`src/rtl/hamming_pkg.sv`:
```
// hamming_pkg
// Shared definitions for the sequential Hamming distance / similarity counter.
//   state_t        : controller states (IDLE, RUN, DONE)
//   MODE_DIST/SIM  : values of the per-transaction mode input
//   popcount()     : generic population count over a zero-extended vector,
//                    used by hamming_popcnt for any chunk size up to
//                    POPCNT_MAX_W bits
package hamming_pkg;

    typedef enum logic [1:0] {
        IDLE = 2'd0,
        RUN  = 2'd1,
        DONE = 2'd2
    } state_t;

    localparam logic MODE_DIST = 1'b0;
    localparam logic MODE_SIM  = 1'b1;

    localparam int POPCNT_MAX_W = 256;

    // Callers zero-extend narrower vectors; constant zero bits fold away.
    function automatic int unsigned popcount(input logic [POPCNT_MAX_W-1:0] v);
        int unsigned n;
        n = 0;
        for (int i = 0; i < POPCNT_MAX_W; i++) begin
            n = n + 32'(v[i]);
        end
        return n;
    endfunction

endpackage

```
`src/rtl/hamming_popcnt.sv`:
```
// hamming_popcnt
// Combinational population count of one CHUNK-bit slice.
// Ports:
//   bits  [CHUNK]              : slice to count
//   count [$clog2(CHUNK+1)]    : number of ones in bits
module hamming_popcnt
    import hamming_pkg::*;
#(
    parameter int CHUNK = 8
) (
    input  logic [CHUNK-1:0]               bits,
    output logic [$clog2(CHUNK+1)-1:0]     count
);

    localparam int OW = $clog2(CHUNK+1);

    generate
        if (CHUNK < 1 || CHUNK > POPCNT_MAX_W) begin : g_bad_chunk
            $error("hamming_popcnt: CHUNK out of supported range");
        end
    endgenerate

    assign count = OW'(popcount(POPCNT_MAX_W'(bits)));

endmodule

```
`src/rtl/hamming_seq.sv`:
```
// hamming_seq
// Sequential Hamming distance / similarity counter. Accepts one operand pair
// over a valid/ready handshake, counts CHUNK bits per clock and presents the
// count over a second valid/ready handshake. One transaction in flight.
// Ports:
//   clk, rst_n            : clock, asynchronous active-low reset
//   in_valid / in_ready   : operand handshake (in_ready high only in IDLE)
//   a, b [WIDTH]          : operands, sampled at the accept edge
//   mode                  : 0 = distance (ones of a^b), 1 = similarity
//   out_valid / out_ready : result handshake (out_valid high only in DONE)
//   result [DW]           : unsigned count, held while out_valid is high
// Optional feature (macro HAMMING_SEQ_THRESH_EN):
//   thresh [DW]           : sampled with the operands
//   below_thresh          : (count < thresh), valid under out_valid
module hamming_seq
    import hamming_pkg::*;
#(
    parameter  int WIDTH = 32,
    parameter  int CHUNK = 8,
    localparam int DW    = $clog2(WIDTH+1)
) (
    input  logic             clk,
    input  logic             rst_n,
    input  logic             in_valid,
    output logic             in_ready,
    input  logic [WIDTH-1:0] a,
    input  logic [WIDTH-1:0] b,
    input  logic             mode,
`ifdef HAMMING_SEQ_THRESH_EN
    input  logic [DW-1:0]    thresh,
    output logic             below_thresh,
`endif
    output logic             out_valid,
    input  logic             out_ready,
    output logic [DW-1:0]    result
);

    localparam int NCH = WIDTH / CHUNK;
    localparam int IW  = (NCH > 1) ? $clog2(NCH) : 1;
    localparam int PW  = $clog2(CHUNK+1);

    generate
        if (WIDTH < 1) begin : g_bad_width
            $error("hamming_seq: WIDTH must be at least 1");
        end
        if (CHUNK < 1 || (WIDTH % CHUNK) != 0) begin : g_bad_chunk
            $error("hamming_seq: CHUNK must divide WIDTH exactly");
        end
    endgenerate

    state_t             state_reg, state_next;
    logic [WIDTH-1:0]   vec_reg;
    logic [DW-1:0]      acc_reg;
    logic [IW-1:0]      idx_reg;
    logic [DW-1:0]      result_reg;
    logic [CHUNK-1:0]   chunk_sel;
    logic [PW-1:0]      chunk_cnt;
    logic [DW-1:0]      acc_sum;
    logic               last_chunk;
    logic               accept;

    // Slice the captured vector into chunks; idx selects the one counted now.
    logic [CHUNK-1:0] chunks [NCH];
    generate
        for (genvar gi = 0; gi < NCH; gi++) begin : g_chunks
            assign chunks[gi] = vec_reg[gi*CHUNK +: CHUNK];
        end
        if (NCH == 1) begin : g_sel_single
            assign chunk_sel = chunks[0];
        end else begin : g_sel_multi
            assign chunk_sel = chunks[idx_reg];
        end
    endgenerate

    hamming_popcnt #(.CHUNK(CHUNK)) u_popcnt (
        .bits  (chunk_sel),
        .count (chunk_cnt)
    );

    assign acc_sum    = acc_reg + DW'(chunk_cnt);
    assign last_chunk = (idx_reg == IW'(NCH-1));
    assign accept     = (state_reg == IDLE) && in_valid;

    always_ff @(posedge clk or negedge rst_n) begin
        if (!rst_n) begin
            state_reg <= IDLE;
        end else begin
            state_reg <= state_next;
        end
    end

    // Handshake outputs decode the registered state only, so neither
    // in_valid nor out_ready has a combinational path to an output.
    always_comb begin
        state_next = state_reg;
        in_ready   = 1'b0;
        out_valid  = 1'b0;
        case (state_reg)
            IDLE: begin
                in_ready = 1'b1;
                if (in_valid) state_next = RUN;
            end
            RUN: begin
                if (last_chunk) state_next = DONE;
            end
            DONE: begin
                out_valid = 1'b1;
                if (out_ready) state_next = IDLE;
            end
            default: state_next = IDLE;
        endcase
    end

    always_ff @(posedge clk or negedge rst_n) begin
        if (!rst_n) begin
            vec_reg    <= '0;
            acc_reg    <= '0;
            idx_reg    <= '0;
            result_reg <= '0;
        end else if (accept) begin
            vec_reg <= (mode == MODE_SIM) ? ~(a ^ b) : (a ^ b);
            acc_reg <= '0;
            idx_reg <= '0;
        end else if (state_reg == RUN) begin
            acc_reg <= acc_sum;
            if (last_chunk) begin
                // Leave idx at 0 rather than stepping past the last chunk.
                idx_reg    <= '0;
                result_reg <= acc_sum;
            end else begin
                idx_reg <= idx_reg + 1'b1;
            end
        end
    end

    assign result = result_reg;

`ifdef HAMMING_SEQ_THRESH_EN
    logic [DW-1:0] thresh_reg;
    logic          below_reg;

    always_ff @(posedge clk or negedge rst_n) begin
        if (!rst_n) begin
            thresh_reg <= '0;
            below_reg  <= 1'b0;
        end else if (accept) begin
            thresh_reg <= thresh;
        end else if (state_reg == RUN && last_chunk) begin
            below_reg <= (acc_sum < thresh_reg);
        end
    end

    assign below_thresh = below_reg;
`endif

endmodule

```
`config.mk`:
```
export PLATFORM = sky130hd
export DESIGN_NAME = hamming_seq
export DESIGN_NICKNAME = d
export VERILOG_FILES = /design/src/rtl/hamming_pkg.sv /design/src/rtl/hamming_popcnt.sv /design/src/rtl/hamming_seq.sv
export SDC_FILE = /design/constraint.sdc
export NUM_CORES = 1
export LEC_CHECK = 0
export BUFFER_PORTS_ARGS = -buffer_cell sky130_fd_sc_hd__buf_4
export CAP_MARGIN = 20
export CORE_ASPECT_RATIO = 1.1
export CORE_MARGIN = 4
export CORE_UTILIZATION = 40
export CTS_CLUSTER_DIAMETER = 100
export DETAILED_ROUTE_END_ITERATION = 8
export PLACE_DENSITY = 0.74
export SLEW_MARGIN = 20
export SYNTH_ARGS = -nofsm -noshare
export SYNTH_HDL_FRONTEND = slang
export SYNTH_SLANG_ARGS = --single-unit
```
`constraint.sdc`:
```
create_clock -name clk -period 5.3 [get_ports clk]
set_clock_uncertainty 0.15 [all_clocks]
set_input_delay 1.06 -clock clk [delete_from_list [all_inputs] [get_ports clk]]
set_output_delay 1.06 -clock clk [all_outputs]
set_load 0.01 [all_outputs]
```
==> results of run 1 <==
synth_stat cells (all sizes together) (2+ instances only):
cell	count
o31ai	2
mux4	8
nor2b	3
nand2	42
a21o	2
nand3	8
xor2	34
nand2b	2
ha	8
xnor2	33
dfrtp	48
fa	5
buf	16
o21ai	42
o21a	3
inv	13
a21oi	4
through the flow:
step | worst slack, ns | hold WS, ns
6_report | 0.4903 | 0.3350
3_5_place_dp | 0.5207 | 0.3183
4_1_cts | 0.4855 | 0.3375
5_1_grt | 0.2401 | 0.3598
2_1_floorplan | 0.5237 | 0.2958
3_3_place_gp | 0.6267 | 0.3055
final cells by class:
class                      instances  area, um2
inverter                          13      48.80
clock inverter                     1      5.005
timing repair buffer              78      585.6
sequential                        48       1201
multi-input combinational        206       1705
clock buffer                       6      72.57
fill                             722       3765
tap                              105      131.4
path summary, 6_finish.rpt:
check | endpoint | slack, ns | depth (start not counted)
worst max-delay path | result[5]$_DFFE_PN0P_ | 0.49 | 13
worst min-delay path | vec_reg[6]$_DFFE_PN0P_ | 0.33 | 2
worst max register to register | result[5]$_DFFE_PN0P_ | 0.49 | 13
worst min register to register | vec_reg[6]$_DFFE_PN0P_ | 0.33 | 2
max in group asynchronous | result[5]$_DFFE_PN0P_ | 3.97 | 1
min in group asynchronous | result[3]$_DFFE_PN0P_ | 0.61 | 1
routing by layer:
metal,routed length (um),vias to the layer above
li1,-,1087
met1,2487,1011
met2,2885,58
met3,310,8
met4,110,0
met5,0,-
worst max-delay path, cell delays in order, from the launching register on:
cell and delay [ns]:
sky130_fd_sc_hd__dfrtp_1 0.46, sky130_fd_sc_hd__mux4_2 0.53, sky130_fd_sc_hd__ha_1 0.33, sky130_fd_sc_hd__fa_1 0.54, sky130_fd_sc_hd__inv_1 0.06, sky130_fd_sc_hd__fa_1 0.50, sky130_fd_sc_hd__fa_1 0.47, sky130_fd_sc_hd__fa_1 0.39
sky130_fd_sc_hd__xnor2_1 0.14, sky130_fd_sc_hd__ha_1 0.35, sky130_fd_sc_hd__a41o_1 0.25, sky130_fd_sc_hd__a21oi_1 0.22, sky130_fd_sc_hd__or3_1 0.16, sky130_fd_sc_hd__a41oi_2 0.11
cell families after synthesis:
logic type	after synthesis	share of synthesized area
mux	9	0.06174
simple gates	60	0.08959
flops	48	0.3874
fa+ha+maj	13	0.06457
xor+xnor	67	0.1893
compound gates	57	0.1441
buf+inv	29	0.06336
power groups by stage:
| stage | Clock (mW) | Combinational [mW] | Sequential [mW] |
|---|---|---|---|
| floorplan | 0 | 1.62 | 0.636 |
| global placement | 0 | 1.93 | 0.665 |
| detailed placement | 0 | 2.03 | 0.673 |
| CTS | 0.215 | 2.03 | 0.667 |
| global route | 0.227 | 2.30 | 0.690 |
| finish | 0.208 | 2.00 | 0.664 |
==> metrics.txt, run 1 <==
# TYPE chip_impl_metric gauge
chip_impl_info{name="run_status",value="complete, no violations"} 1
chip_impl_metric{name="finalSetupViolCount",unit=""} 0
chip_impl_info{name="top_usage_layer",value="met2"} 1
chip_impl_metric{name="via_count",unit=""} 2164
chip_impl_metric{name="ctsHtreeMaxLevel",unit=""} 2
chip_impl_metric{name="design_area",unit="um2"} 3750
chip_impl_metric{name="path_max_fanout",unit=""} 5
chip_impl_metric{name="finalCritPeriodShare",unit=""} 0.9075
chip_impl_metric{name="post_cts_buffers",unit=""} 0
chip_impl_info{name="synth_top_flop_cell",value="sky130_fd_sc_hd__dfrtp_1"} 1
chip_impl_metric{name="cellLeakagePower",unit="nW"} 1.751
chip_impl_info{name="setup.worst_path.start_class",value="flop"} 1
chip_impl_metric{name="drt.antenna.violating_nets",unit=""} 0
chip_impl_metric{name="synth_seq_area_share",unit=""} 0.3874
chip_impl_info{name="most_common_cell_after_layout_fill_and_taps_aside",value="sky130_fd_sc_hd__buf_4"} 1
chip_impl_metric{name="postPlaceCellArea",unit="um2"} 3672
chip_impl_metric{name="total_power",unit="mW"} 2.877
chip_impl_metric{name="p_int",unit="mW"} 1.564
chip_impl_metric{name="finalNonFillerCells",unit=""} 457
chip_impl_metric{name="synthArstFlopShare",unit=""} 1.000
chip_impl_metric{name="ys_seq_elements",unit=""} 48
chip_impl_metric{name="drive_gt1_frac",unit=""} 0.3693
chip_impl_metric{name="clock_power_share",unit=""} 0.072
chip_impl_metric{name="antenna_found_initial",unit=""} 0
chip_impl_metric{name="fmax",unit="GHz"} 0.2079
chip_impl_metric{name="power.density",unit="nW/um2"} 767.1
chip_impl_metric{name="die_area",unit="um2"} 9225
chip_impl_metric{name="holdBufCountCts",unit=""} 0
chip_impl_metric{name="number_of_distinct_library_cells_after_synthesis",unit=""} 33
chip_impl_metric{name="grt_util_met2",unit=""} 0.2208
chip_impl_metric{name="final_net_count",unit=""} 434
chip_impl_metric{name="grt.met1_usage",unit=""} 0.1743
chip_impl_metric{name="report.final.slew_viol_count",unit=""} 0
chip_impl_metric{name="largest_register_ff_count",unit=""} 32
chip_impl_info{name="critical_path.startpoint",value="idx_reg[0]$_DFFE_PN0P_"} 1
chip_impl_info{name="min_delay_worst_type",value="flop to flop"} 1
chip_impl_metric{name="worst_ir_drop_vdd",unit="mV"} 0.3961
chip_impl_metric{name="numPlacedInstances",unit=""} 450
chip_impl_metric{name="vias_in_the_first_global_route",unit=""} 2214
chip_impl_metric{name="final_util",unit=""} 0.4990
chip_impl_metric{name="routed_wirelength",unit="um"} 5794
chip_impl_metric{name="first_iter_violations",unit=""} 77
chip_impl_info{name="critPathKind",value="flop to flop"} 1
chip_impl_info{name="most_frequent_cells_in_the_layout",value="sky130_fd_sc_hd__buf_4 (78), sky130_fd_sc_hd__dfrtp_1 (48), sky130_fd_sc_hd__nand2_1 (41), sky130_fd_sc_hd__xor2_1 (34), sky130_fd_sc_hd__xnor2_1 (33)"} 1
chip_impl_metric{name="cap_violations",unit=""} 0
chip_impl_metric{name="dieHeight",unit="um"} 100.3
chip_impl_metric{name="flow.area_growth_from_synthesis",unit="%"} 20.94
chip_impl_metric{name="synth_area",unit="um2"} 3100
chip_impl_metric{name="pwr-share-seq",unit=""} 0.231
chip_impl_metric{name="finalWeightedCongestion",unit=""} 0.8116
chip_impl_metric{name="worstSkewPairLatency",unit="ns"} 0.30
chip_impl_info{name="worstSetupEndpointType",value="flop"} 1
chip_impl_metric{name="grt_max_degree",unit=""} 74
chip_impl_metric{name="portBuffers",unit=""} 76
chip_impl_metric{name="gr-usage-met3",unit=""} 0.02774
chip_impl_metric{name="cts_sinks",unit=""} 48
chip_impl_metric{name="hold_viol",unit=""} 0
chip_impl_metric{name="post_synth.cell_area_avg",unit="um2"} 10.96
chip_impl_metric{name="power.switching",unit="mW"} 1.313
chip_impl_metric{name="global_route_total_overflow",unit=""} 0
chip_impl_metric{name="cts.repair.resized",unit=""} 0
chip_impl_metric{name="io_pins",unit=""} 77
chip_impl_metric{name="max_slew_margin",unit=""} 0.3028
chip_impl_metric{name="worst_pin_slew",unit="ns"} 1.046
chip_impl_metric{name="post_dp_hpwl",unit="um"} 4465
chip_impl_metric{name="initial_core_util",unit=""} 0.4126
chip_impl_metric{name="number_of_buffers_between_clock_root_and_the_deepest_sink",unit=""} 2
chip_impl_info{name="yosys.area.top_type",value="sky130_fd_sc_hd__dfrtp_1"} 1
chip_impl_metric{name="post_synth_inst_count",unit=""} 283
chip_impl_metric{name="setup_total_negative_slack",unit="ns"} 0
chip_impl_metric{name="post-route-min-period",unit="ns"} 4.810
chip_impl_metric{name="power_switching_share",unit=""} 0.4563
chip_impl_metric{name="avgRoutedWirePerCell",unit="um"} 12.68
chip_impl_metric{name="numCtsBuffers",unit=""} 5
chip_impl_metric{name="yosys_warnings",unit=""} 0
chip_impl_info{name="cts-root-buf",value="sky130_fd_sc_hd__clkbuf_8"} 1
chip_impl_metric{name="grt_first_pass_wirelength",unit="um"} 9853
chip_impl_metric{name="critPathRequiredTime",unit="ns"} 5.30
chip_impl_metric{name="clkTransAtPathRegs",unit="ns"} 0.09
chip_impl_metric{name="antennaDiodeCount",unit=""} 0
chip_impl_info{name="cts_tree",value="done"} 1
chip_impl_metric{name="dieWidth",unit="um"} 91.95
chip_impl_info{name="grt_setup_unrepaired",value="false"} 1
chip_impl_metric{name="core-area",unit="um2"} 7515
chip_impl_metric{name="combPwrFrac",unit=""} 0.697
chip_impl_metric{name="synth.net_count",unit=""} 365
chip_impl_metric{name="post-synth-top-area-fraction",unit=""} 0.3874
chip_impl_metric{name="detail_route.vias_per_cell",unit=""} 4.735
chip_impl_metric{name="worst_path_arrival_time",unit="ns"} 4.81
chip_impl_info{name="critical_path.reg2reg.startpoint",value="idx_reg[0]$_DFFE_PN0P_"} 1
chip_impl_info{name="worst_hold_startpoint",value="vec_reg[6]$_DFFE_PN0P_"} 1
chip_impl_info{name="synth_area_leaders",value="sky130_fd_sc_hd__dfrtp_1 (39%), sky130_fd_sc_hd__xor2_1 (9.6%), sky130_fd_sc_hd__xnor2_1 (9.3%)"} 1
chip_impl_metric{name="route.detailed.drc",unit=""} 0
chip_impl_metric{name="detailedRoute.firstPassIterationCount",unit=""} 4
chip_impl_metric{name="global_route.usage.total",unit=""} 0.1342
chip_impl_metric{name="synth_edf_count",unit=""} 0
chip_impl_metric{name="placement_rows",unit=""} 33
(Power assumes the default switching activity.)
==> inputs of run 2 (changes only) <==
PLACE_DENSITY = 0.66   (was 0.74)
==> run 2 against run 1 <==
  * Sequential share of layout area shrank 0.33 points
  * Count of clock-buffer cells in the layout is the same
  * Total power grew 0.14%
  * Cell count rose by 0.44%
  * Maximum frequency fell by 0.50%
  * Flip-flop and latch count unchanged
  * Die area stayed put
  * Critical path type unchanged
==> metrics.txt, run 2 (synthesized netlist as in run 1, its figures left out) <==
# TYPE chip_impl_metric gauge
chip_impl_metric{name="via_count",unit=""} 2119
chip_impl_metric{name="cap_violations",unit=""} 0
chip_impl_metric{name="global_route_total_overflow",unit=""} 0
chip_impl_metric{name="power_switching_share",unit=""} 0.4493
chip_impl_metric{name="flow.area_growth_from_synthesis",unit="%"} 22.20
chip_impl_metric{name="first_iter_violations",unit=""} 80
chip_impl_metric{name="avgRoutedWirePerCell",unit="um"} 12.57
chip_impl_metric{name="antenna_found_initial",unit=""} 0
chip_impl_metric{name="worstSkewPairLatency",unit="ns"} 0.30
chip_impl_metric{name="placement_rows",unit=""} 33
chip_impl_metric{name="post_cts_buffers",unit=""} 0
chip_impl_metric{name="combPwrFrac",unit=""} 0.688
chip_impl_metric{name="cts.repair.resized",unit=""} 0
chip_impl_metric{name="clkTransAtPathRegs",unit="ns"} 0.09
chip_impl_metric{name="pwr-share-seq",unit=""} 0.230
chip_impl_info{name="run_status",value="complete, no violations"} 1
chip_impl_metric{name="area.sequential",unit="um2"} 1201
chip_impl_metric{name="path_max_fanout",unit=""} 5
chip_impl_metric{name="finalWeightedCongestion",unit=""} 0.8066
chip_impl_info{name="setup.worst_path.start_class",value="flop"} 1
chip_impl_metric{name="power.switching",unit="mW"} 1.294
chip_impl_metric{name="power.density",unit="nW/um2"} 760.3
chip_impl_metric{name="cts_sinks",unit=""} 48
chip_impl_info{name="worst_hold_startpoint",value="result[4]$_DFFE_PN0P_"} 1
chip_impl_info{name="min_delay_worst_type",value="flop to flop"} 1
chip_impl_metric{name="die_area",unit="um2"} 9225
chip_impl_metric{name="dieHeight",unit="um"} 100.3
chip_impl_metric{name="finalCritPeriodShare",unit=""} 0.9120
chip_impl_metric{name="grt_max_degree",unit=""} 74
chip_impl_metric{name="detailedRoute.firstPassIterationCount",unit=""} 4
chip_impl_metric{name="vias_in_the_first_global_route",unit=""} 2252
chip_impl_info{name="worstSetupEndpointType",value="flop"} 1
chip_impl_metric{name="hold_viol",unit=""} 0
chip_impl_metric{name="dieWidth",unit="um"} 91.95
chip_impl_metric{name="p_int",unit="mW"} 1.586
chip_impl_metric{name="report.final.slew_viol_count",unit=""} 0
chip_impl_info{name="critical_path.startpoint",value="idx_reg[0]$_DFFE_PN0P_"} 1
chip_impl_metric{name="cellLeakagePower",unit="nW"} 1.772
chip_impl_metric{name="routed_wirelength",unit="um"} 5768
chip_impl_metric{name="number_of_buffers_between_clock_root_and_the_deepest_sink",unit=""} 2
chip_impl_metric{name="clock_power_share",unit=""} 0.082
chip_impl_metric{name="initial_core_util",unit=""} 0.4126
chip_impl_metric{name="critPathRequiredTime",unit="ns"} 5.31
chip_impl_metric{name="post-route-min-period",unit="ns"} 4.834
chip_impl_info{name="cts-root-buf",value="sky130_fd_sc_hd__clkbuf_8"} 1
chip_impl_metric{name="setup_total_negative_slack",unit="ns"} 0
chip_impl_metric{name="worst_ir_drop_vdd",unit="mV"} 0.4660
chip_impl_info{name="most_frequent_cells_in_the_layout",value="sky130_fd_sc_hd__buf_4 (78), sky130_fd_sc_hd__dfrtp_1 (48), sky130_fd_sc_hd__nand2_1 (41), sky130_fd_sc_hd__xor2_1 (34), sky130_fd_sc_hd__xnor2_1 (33)"} 1
chip_impl_info{name="most_common_cell_after_layout_fill_and_taps_aside",value="sky130_fd_sc_hd__buf_4"} 1
chip_impl_metric{name="grt_first_pass_wirelength",unit="um"} 10130
chip_impl_metric{name="holdBufCountCts",unit=""} 0
chip_impl_metric{name="worst_path_arrival_time",unit="ns"} 4.84
chip_impl_metric{name="final_net_count",unit=""} 435
chip_impl_info{name="critical_path.reg2reg.startpoint",value="idx_reg[0]$_DFFE_PN0P_"} 1
chip_impl_metric{name="fillerInstances",unit=""} 745
chip_impl_info{name="grt_setup_unrepaired",value="false"} 1
chip_impl_metric{name="post_dp_hpwl",unit="um"} 4458
chip_impl_metric{name="global_route.usage.total",unit=""} 0.1364
chip_impl_metric{name="whs",unit="ns"} 0.3341
chip_impl_metric{name="finalSetupViolCount",unit=""} 0
chip_impl_metric{name="detail_route.vias_per_cell",unit=""} 4.617
chip_impl_metric{name="io_pins",unit=""} 77
chip_impl_info{name="cts_tree",value="done"} 1
chip_impl_metric{name="ctsHtreeMaxLevel",unit=""} 2
chip_impl_metric{name="worst_pin_slew",unit="ns"} 0.6442
chip_impl_metric{name="antennaDiodeCount",unit=""} 0
chip_impl_metric{name="route.detailed.drc",unit=""} 0
chip_impl_metric{name="max_slew_margin",unit=""} 0.5696
chip_impl_metric{name="largest_register_ff_count",unit=""} 32
chip_impl_metric{name="numCtsBuffers",unit=""} 5
chip_impl_metric{name="drt.antenna.violating_nets",unit=""} 0
chip_impl_metric{name="portBuffers",unit=""} 76
chip_impl_metric{name="core-area",unit="um2"} 7515
chip_impl_metric{name="fmax",unit="GHz"} 0.2069
chip_impl_metric{name="drive_gt1_frac",unit=""} 0.3757
chip_impl_info{name="critPathKind",value="flop to flop"} 1
chip_impl_metric{name="multi_input_area",unit="um2"} 1705
run 2: cell count changes in the layout (fill, tap and decap cells not counted), sizes merged:
cell / change
buf: +1
inv: +1
run 2: per-layer routing:
metal	GRT usage	wire, um
met3	0.03523	338
met2	0.2287	2845
met1	0.1740	2522
met5	0	0
met4	0.04114	60
run 2: path summary, 6_finish.rpt:
path / endpoint / slack [ns] / cells after the start
max: result[5]$_DFFE_PN0P_ / 0.47 / 13
min: result[4]$_DFFE_PN0P_ / 0.33 / 2
max reg2reg: result[5]$_DFFE_PN0P_ / 0.47 / 13
min reg2reg: result[4]$_DFFE_PN0P_ / 0.33 / 2
max in group asynchronous: vec_reg[23]$_DFFE_PN0P_ / 3.98 / 1
min in group asynchronous: state_reg[1]$_DFFE_PN0P_ / 0.61 / 1
run 2: stage by stage:
| step | util | cells | total power, mW | cell area [um2] | setup slack [ns] |
|---|---|---|---|---|---|
| finish | 0.5042 | 459 | 2.881 | 3789 | 0.4662 |
| global route | 0.5042 | 459 | 3.255 | 3789 | 0.2122 |
| CTS | 0.5015 | 458 | 2.916 | 3769 | 0.4201 |
| detailed placement | 0.4887 | 450 | 2.678 | 3672 | 0.4399 |
| global placement | 0.4887 | 450 | 2.610 | 3672 | 0.5569 |
| floorplan | - | 283 | 2.261 | 3100 | 0.5237 |
run 2: layout make-up:
type | instances | area share
repair buffers | 79 | 0.1598
inverters | 13 | 0.01288
well taps | 105 | 0.03468
clock buffers | 6 | 0.02180
clock inverters | 2 | 0.003633
multi-input cells | 206 | 0.4501
flip-flops and latches | 48 | 0.3170
run 2: worst max-delay path, cell delays in order (launching register included):
cell and delay, ns:
sky130_fd_sc_hd__dfrtp_1 0.49, sky130_fd_sc_hd__mux4_2 0.55, sky130_fd_sc_hd__ha_1 0.33, sky130_fd_sc_hd__fa_1 0.54, sky130_fd_sc_hd__inv_1 0.05, sky130_fd_sc_hd__fa_1 0.50
sky130_fd_sc_hd__fa_1 0.48, sky130_fd_sc_hd__fa_1 0.40, sky130_fd_sc_hd__xnor2_1 0.14, sky130_fd_sc_hd__ha_1 0.34, sky130_fd_sc_hd__a41o_1 0.25, sky130_fd_sc_hd__a21oi_1 0.21
sky130_fd_sc_hd__or3_1 0.16, sky130_fd_sc_hd__a41oi_2 0.11
run 2: power groups by stage:
stage | logic [mW] | clock network [mW] | registers (mW)
after floorplan | 1.62 | 0 | 0.636
after global routing | 2.31 | 0.258 | 0.690
after CTS | 2.00 | 0.246 | 0.667
after global placement | 1.94 | 0 | 0.669
final | 1.98 | 0.235 | 0.664
after detailed placement | 2.00 | 0 | 0.674
==> inputs of run 3 (changes only) <==
REMOVE_ABC_BUFFERS = 1   (was unset)
==> run 3 against run 2 <==
  * Sequential power decreased by 0.6%
  * Register-to-register slack gained 0.03 ns
  * Highest routed layer unchanged
  * Core utilization is 0.43 points higher
  * Critical path depth did not move
  * Count of clock-buffer cells in the layout down 1
  * Critical endpoint unchanged
==> metrics.txt, run 3 (synthesized netlist as in run 1, its figures left out) <==
# TYPE chip_impl_metric gauge
chip_impl_metric{name="numPlacedInstances",unit=""} 450
chip_impl_metric{name="cap_violations",unit=""} 0
chip_impl_metric{name="flow.area_growth_from_synthesis",unit="%"} 23.24
chip_impl_info{name="min_delay_worst_type",value="flop to flop"} 1
chip_impl_metric{name="io_pins",unit=""} 77
chip_impl_metric{name="clkTransAtPathRegs",unit="ns"} 0.09
chip_impl_metric{name="post-route-min-period",unit="ns"} 4.799
chip_impl_metric{name="antenna_found_initial",unit=""} 0
chip_impl_metric{name="finalWeightedCongestion",unit=""} 0.8259
chip_impl_metric{name="final_net_count",unit=""} 435
chip_impl_metric{name="post_cts_buffers",unit=""} 0
chip_impl_metric{name="fmax",unit="GHz"} 0.2084
chip_impl_metric{name="die_area",unit="um2"} 9225
chip_impl_info{name="cts_tree",value="done"} 1
chip_impl_metric{name="cts_sinks",unit=""} 48
chip_impl_metric{name="ctsHtreeMaxLevel",unit=""} 2
chip_impl_metric{name="worst_pin_slew",unit="ns"} 0.6243
chip_impl_info{name="crit_end",value="result[5]$_DFFE_PN0P_"} 1
chip_impl_metric{name="worst_ir_drop_vdd",unit="mV"} 0.4391
chip_impl_info{name="critical_path.startpoint",value="idx_reg[0]$_DFFE_PN0P_"} 1
chip_impl_metric{name="cpPeakStageDelay",unit="ns"} 0.53
chip_impl_info{name="critPathKind",value="flop to flop"} 1
chip_impl_info{name="path_delay_family",value="adder cells"} 1
chip_impl_metric{name="worstSkewPairLatency",unit="ns"} 0.30
chip_impl_metric{name="critical_path.n_buffers_inverters",unit=""} 1
chip_impl_metric{name="path_max_fanout",unit=""} 5
chip_impl_info{name="most_common_cell_after_layout_fill_and_taps_aside",value="sky130_fd_sc_hd__buf_4"} 1
chip_impl_metric{name="hold_viol",unit=""} 0
chip_impl_metric{name="worst_r2r_path_depth",unit=""} 13
chip_impl_info{name="cts-root-buf",value="sky130_fd_sc_hd__clkbuf_8"} 1
chip_impl_metric{name="global_route.usage.total",unit=""} 0.1287
chip_impl_metric{name="max_slew_margin",unit=""} 0.5838
chip_impl_metric{name="initial_core_util",unit=""} 0.4126
chip_impl_info{name="crit-reg2reg-capture",value="result[5]$_DFFE_PN0P_"} 1
chip_impl_metric{name="detailedRoute.firstPassIterationCount",unit=""} 5
chip_impl_metric{name="worst_path_arrival_time",unit="ns"} 4.80
chip_impl_info{name="run_status",value="complete, no violations"} 1
chip_impl_metric{name="worstSetupPathDepth",unit=""} 13
chip_impl_info{name="cp_cell_sequence",value="mux4_2 -> ha_1 -> fa_1 -> inv_1 -> fa_1 -> fa_1 -> fa_1 -> xnor2_1 -> ha_1 -> a41o_1 -> a21oi_1 -> or3_1 -> a41oi_2"} 1
chip_impl_metric{name="critPathRequiredTime",unit="ns"} 5.30
chip_impl_metric{name="placement_rows",unit=""} 33
chip_impl_metric{name="finalSetupViolCount",unit=""} 0
chip_impl_metric{name="numCtsBuffers",unit=""} 5
chip_impl_metric{name="drive_gt1_frac",unit=""} 0.3739
chip_impl_metric{name="grt_max_degree",unit=""} 74
chip_impl_metric{name="first_iter_violations",unit=""} 72
chip_impl_metric{name="cts.repair.resized",unit=""} 0
chip_impl_metric{name="finalCritPeriodShare",unit=""} 0.9056
chip_impl_metric{name="via_count",unit=""} 2147
chip_impl_metric{name="antennaDiodeCount",unit=""} 0
chip_impl_info{name="worstSetupEndpointType",value="flop"} 1
chip_impl_metric{name="portBuffers",unit=""} 76
chip_impl_metric{name="report.final.slew_viol_count",unit=""} 0
chip_impl_info{name="critPathSlowestCell",value="sky130_fd_sc_hd__mux4_2"} 1
chip_impl_metric{name="number_of_buffers_between_clock_root_and_the_deepest_sink",unit=""} 2
chip_impl_metric{name="dp_worst_setup_slack",unit="ns"} 0.4917
chip_impl_info{name="grt_setup_unrepaired",value="false"} 1
chip_impl_metric{name="holdBufCountCts",unit=""} 0
chip_impl_metric{name="vias_in_the_first_global_route",unit=""} 2149
chip_impl_metric{name="drt.antenna.violating_nets",unit=""} 0
chip_impl_metric{name="power.density",unit="nW/um2"} 774.9
chip_impl_metric{name="finalWorstSetupSlack",unit="ns"} 0.5005
chip_impl_info{name="setup.worst_path.start_class",value="flop"} 1
chip_impl_metric{name="dieWidth",unit="um"} 91.95
chip_impl_metric{name="cellLeakagePower",unit="nW"} 1.784
chip_impl_metric{name="detail_route.vias_per_cell",unit=""} 4.688
chip_impl_metric{name="dieHeight",unit="um"} 100.3
chip_impl_metric{name="route.detailed.drc",unit=""} 0
chip_impl_metric{name="core-area",unit="um2"} 7515
chip_impl_metric{name="setup_total_negative_slack",unit="ns"} 0
chip_impl_info{name="most_frequent_cells_in_the_layout",value="sky130_fd_sc_hd__buf_4 (78), sky130_fd_sc_hd__dfrtp_1 (48), sky130_fd_sc_hd__nand2_1 (41), sky130_fd_sc_hd__xor2_1 (34), sky130_fd_sc_hd__xnor2_1 (33)"} 1
chip_impl_metric{name="routed_wirelength",unit="um"} 5609
chip_impl_metric{name="grt_first_pass_wirelength",unit="um"} 9694
chip_impl_metric{name="post_dp_hpwl",unit="um"} 4324
chip_impl_metric{name="avgRoutedWirePerCell",unit="um"} 12.25
chip_impl_info{name="critical_path.reg2reg.startpoint",value="idx_reg[0]$_DFFE_PN0P_"} 1
chip_impl_metric{name="final_util",unit=""} 0.5085
chip_impl_info{name="cpMostUsedCell",value="sky130_fd_sc_hd__fa_1"} 1
chip_impl_metric{name="r2r_setup_slack",unit="ns"} 0.50
chip_impl_metric{name="largest_register_ff_count",unit=""} 32
chip_impl_metric{name="finalNonFillerCells",unit=""} 458
chip_impl_metric{name="global_route_total_overflow",unit=""} 0
[run 3: cell types whose count changed in the layout (fill, tap and decap cells not counted)]
cell                        change
sky130_fd_sc_hd__bufinv_16      +2
sky130_fd_sc_hd__inv_6          -1
sky130_fd_sc_hd__clkinv_2       -1
sky130_fd_sc_hd__clkbuf_8       -1
[run 3: worst min-delay path by stage]
stage | startpoint | to | cells after the start
final | vec_reg[1]$_DFFE_PN0P_ | vec_reg[1]$_DFFE_PN0P_ | 2
after global routing | result[4]$_DFFE_PN0P_ | result[4]$_DFFE_PN0P_ | 2
after CTS | vec_reg[29]$_DFFE_PN0P_ | vec_reg[29]$_DFFE_PN0P_ | 2
after detailed placement | vec_reg[29]$_DFFE_PN0P_ | vec_reg[29]$_DFFE_PN0P_ | 2
after global placement | vec_reg[27]$_DFFE_PN0P_ | vec_reg[27]$_DFFE_PN0P_ | 2
after floorplan | vec_reg[16]$_DFFE_PN0P_ | vec_reg[16]$_DFFE_PN0P_ | 2
[run 3: layer usage]
layer / part of all wire / global-route usage / wire, um
met5: 0 / 0 / 0
met1: 0.43 / 0.1668 / 2435
met4: 0.010 / 0.03429 / 58
met3: 0.058 / 0.02699 / 328
met2: 0.50 / 0.2197 / 2786
[run 3: report_power, final]
group | leakage (nW) | total [mW] | internal [mW] | switching [mW]
clock | 0.0642 | 0.305 | 0.186 | 0.120
sequential | 0.597 | 0.660 | 0.553 | 0.107
combinational | 1.12 | 2.00 | 0.935 | 1.06
[run 3: final cells by class]
cell class / count / area (um2)
Sequential cell: 48 / 1201
Tap cell: 105 / 131.4
Timing Repair Buffer: 79 / 605.6
Inverter: 13 / 48.80
Multi-Input combinational cell: 206 / 1705
Clock buffer: 5 / 68.82
Fill cell: 723 / 3694
Clock inverter: 2 / 60.06
[run 3: stage by stage]
step / power (mW) / hold slack [ns] / area, um2
after global placement: 2.618 / 0.3095 / 3672
final: 2.961 / 0.3303 / 3821
after detailed placement: 2.690 / 0.3144 / 3672
after global routing: 3.317 / 0.3569 / 3821
after CTS: 3.004 / 0.3354 / 3801
after floorplan: 2.201 / 0.2961 / 2953
[run 3: worst register-to-register path, cell delays in order, from the launching register on]
cell                      delay, ns
sky130_fd_sc_hd__dfrtp_1       0.45
sky130_fd_sc_hd__mux4_2        0.53
sky130_fd_sc_hd__ha_1          0.33
sky130_fd_sc_hd__fa_1          0.53
sky130_fd_sc_hd__inv_1         0.05
sky130_fd_sc_hd__fa_1          0.50
sky130_fd_sc_hd__fa_1          0.47
sky130_fd_sc_hd__fa_1          0.39
sky130_fd_sc_hd__xnor2_1       0.15
sky130_fd_sc_hd__ha_1          0.34
sky130_fd_sc_hd__a41o_1        0.25
sky130_fd_sc_hd__a21oi_1       0.21
sky130_fd_sc_hd__or3_1         0.17
sky130_fd_sc_hd__a41oi_2       0.12
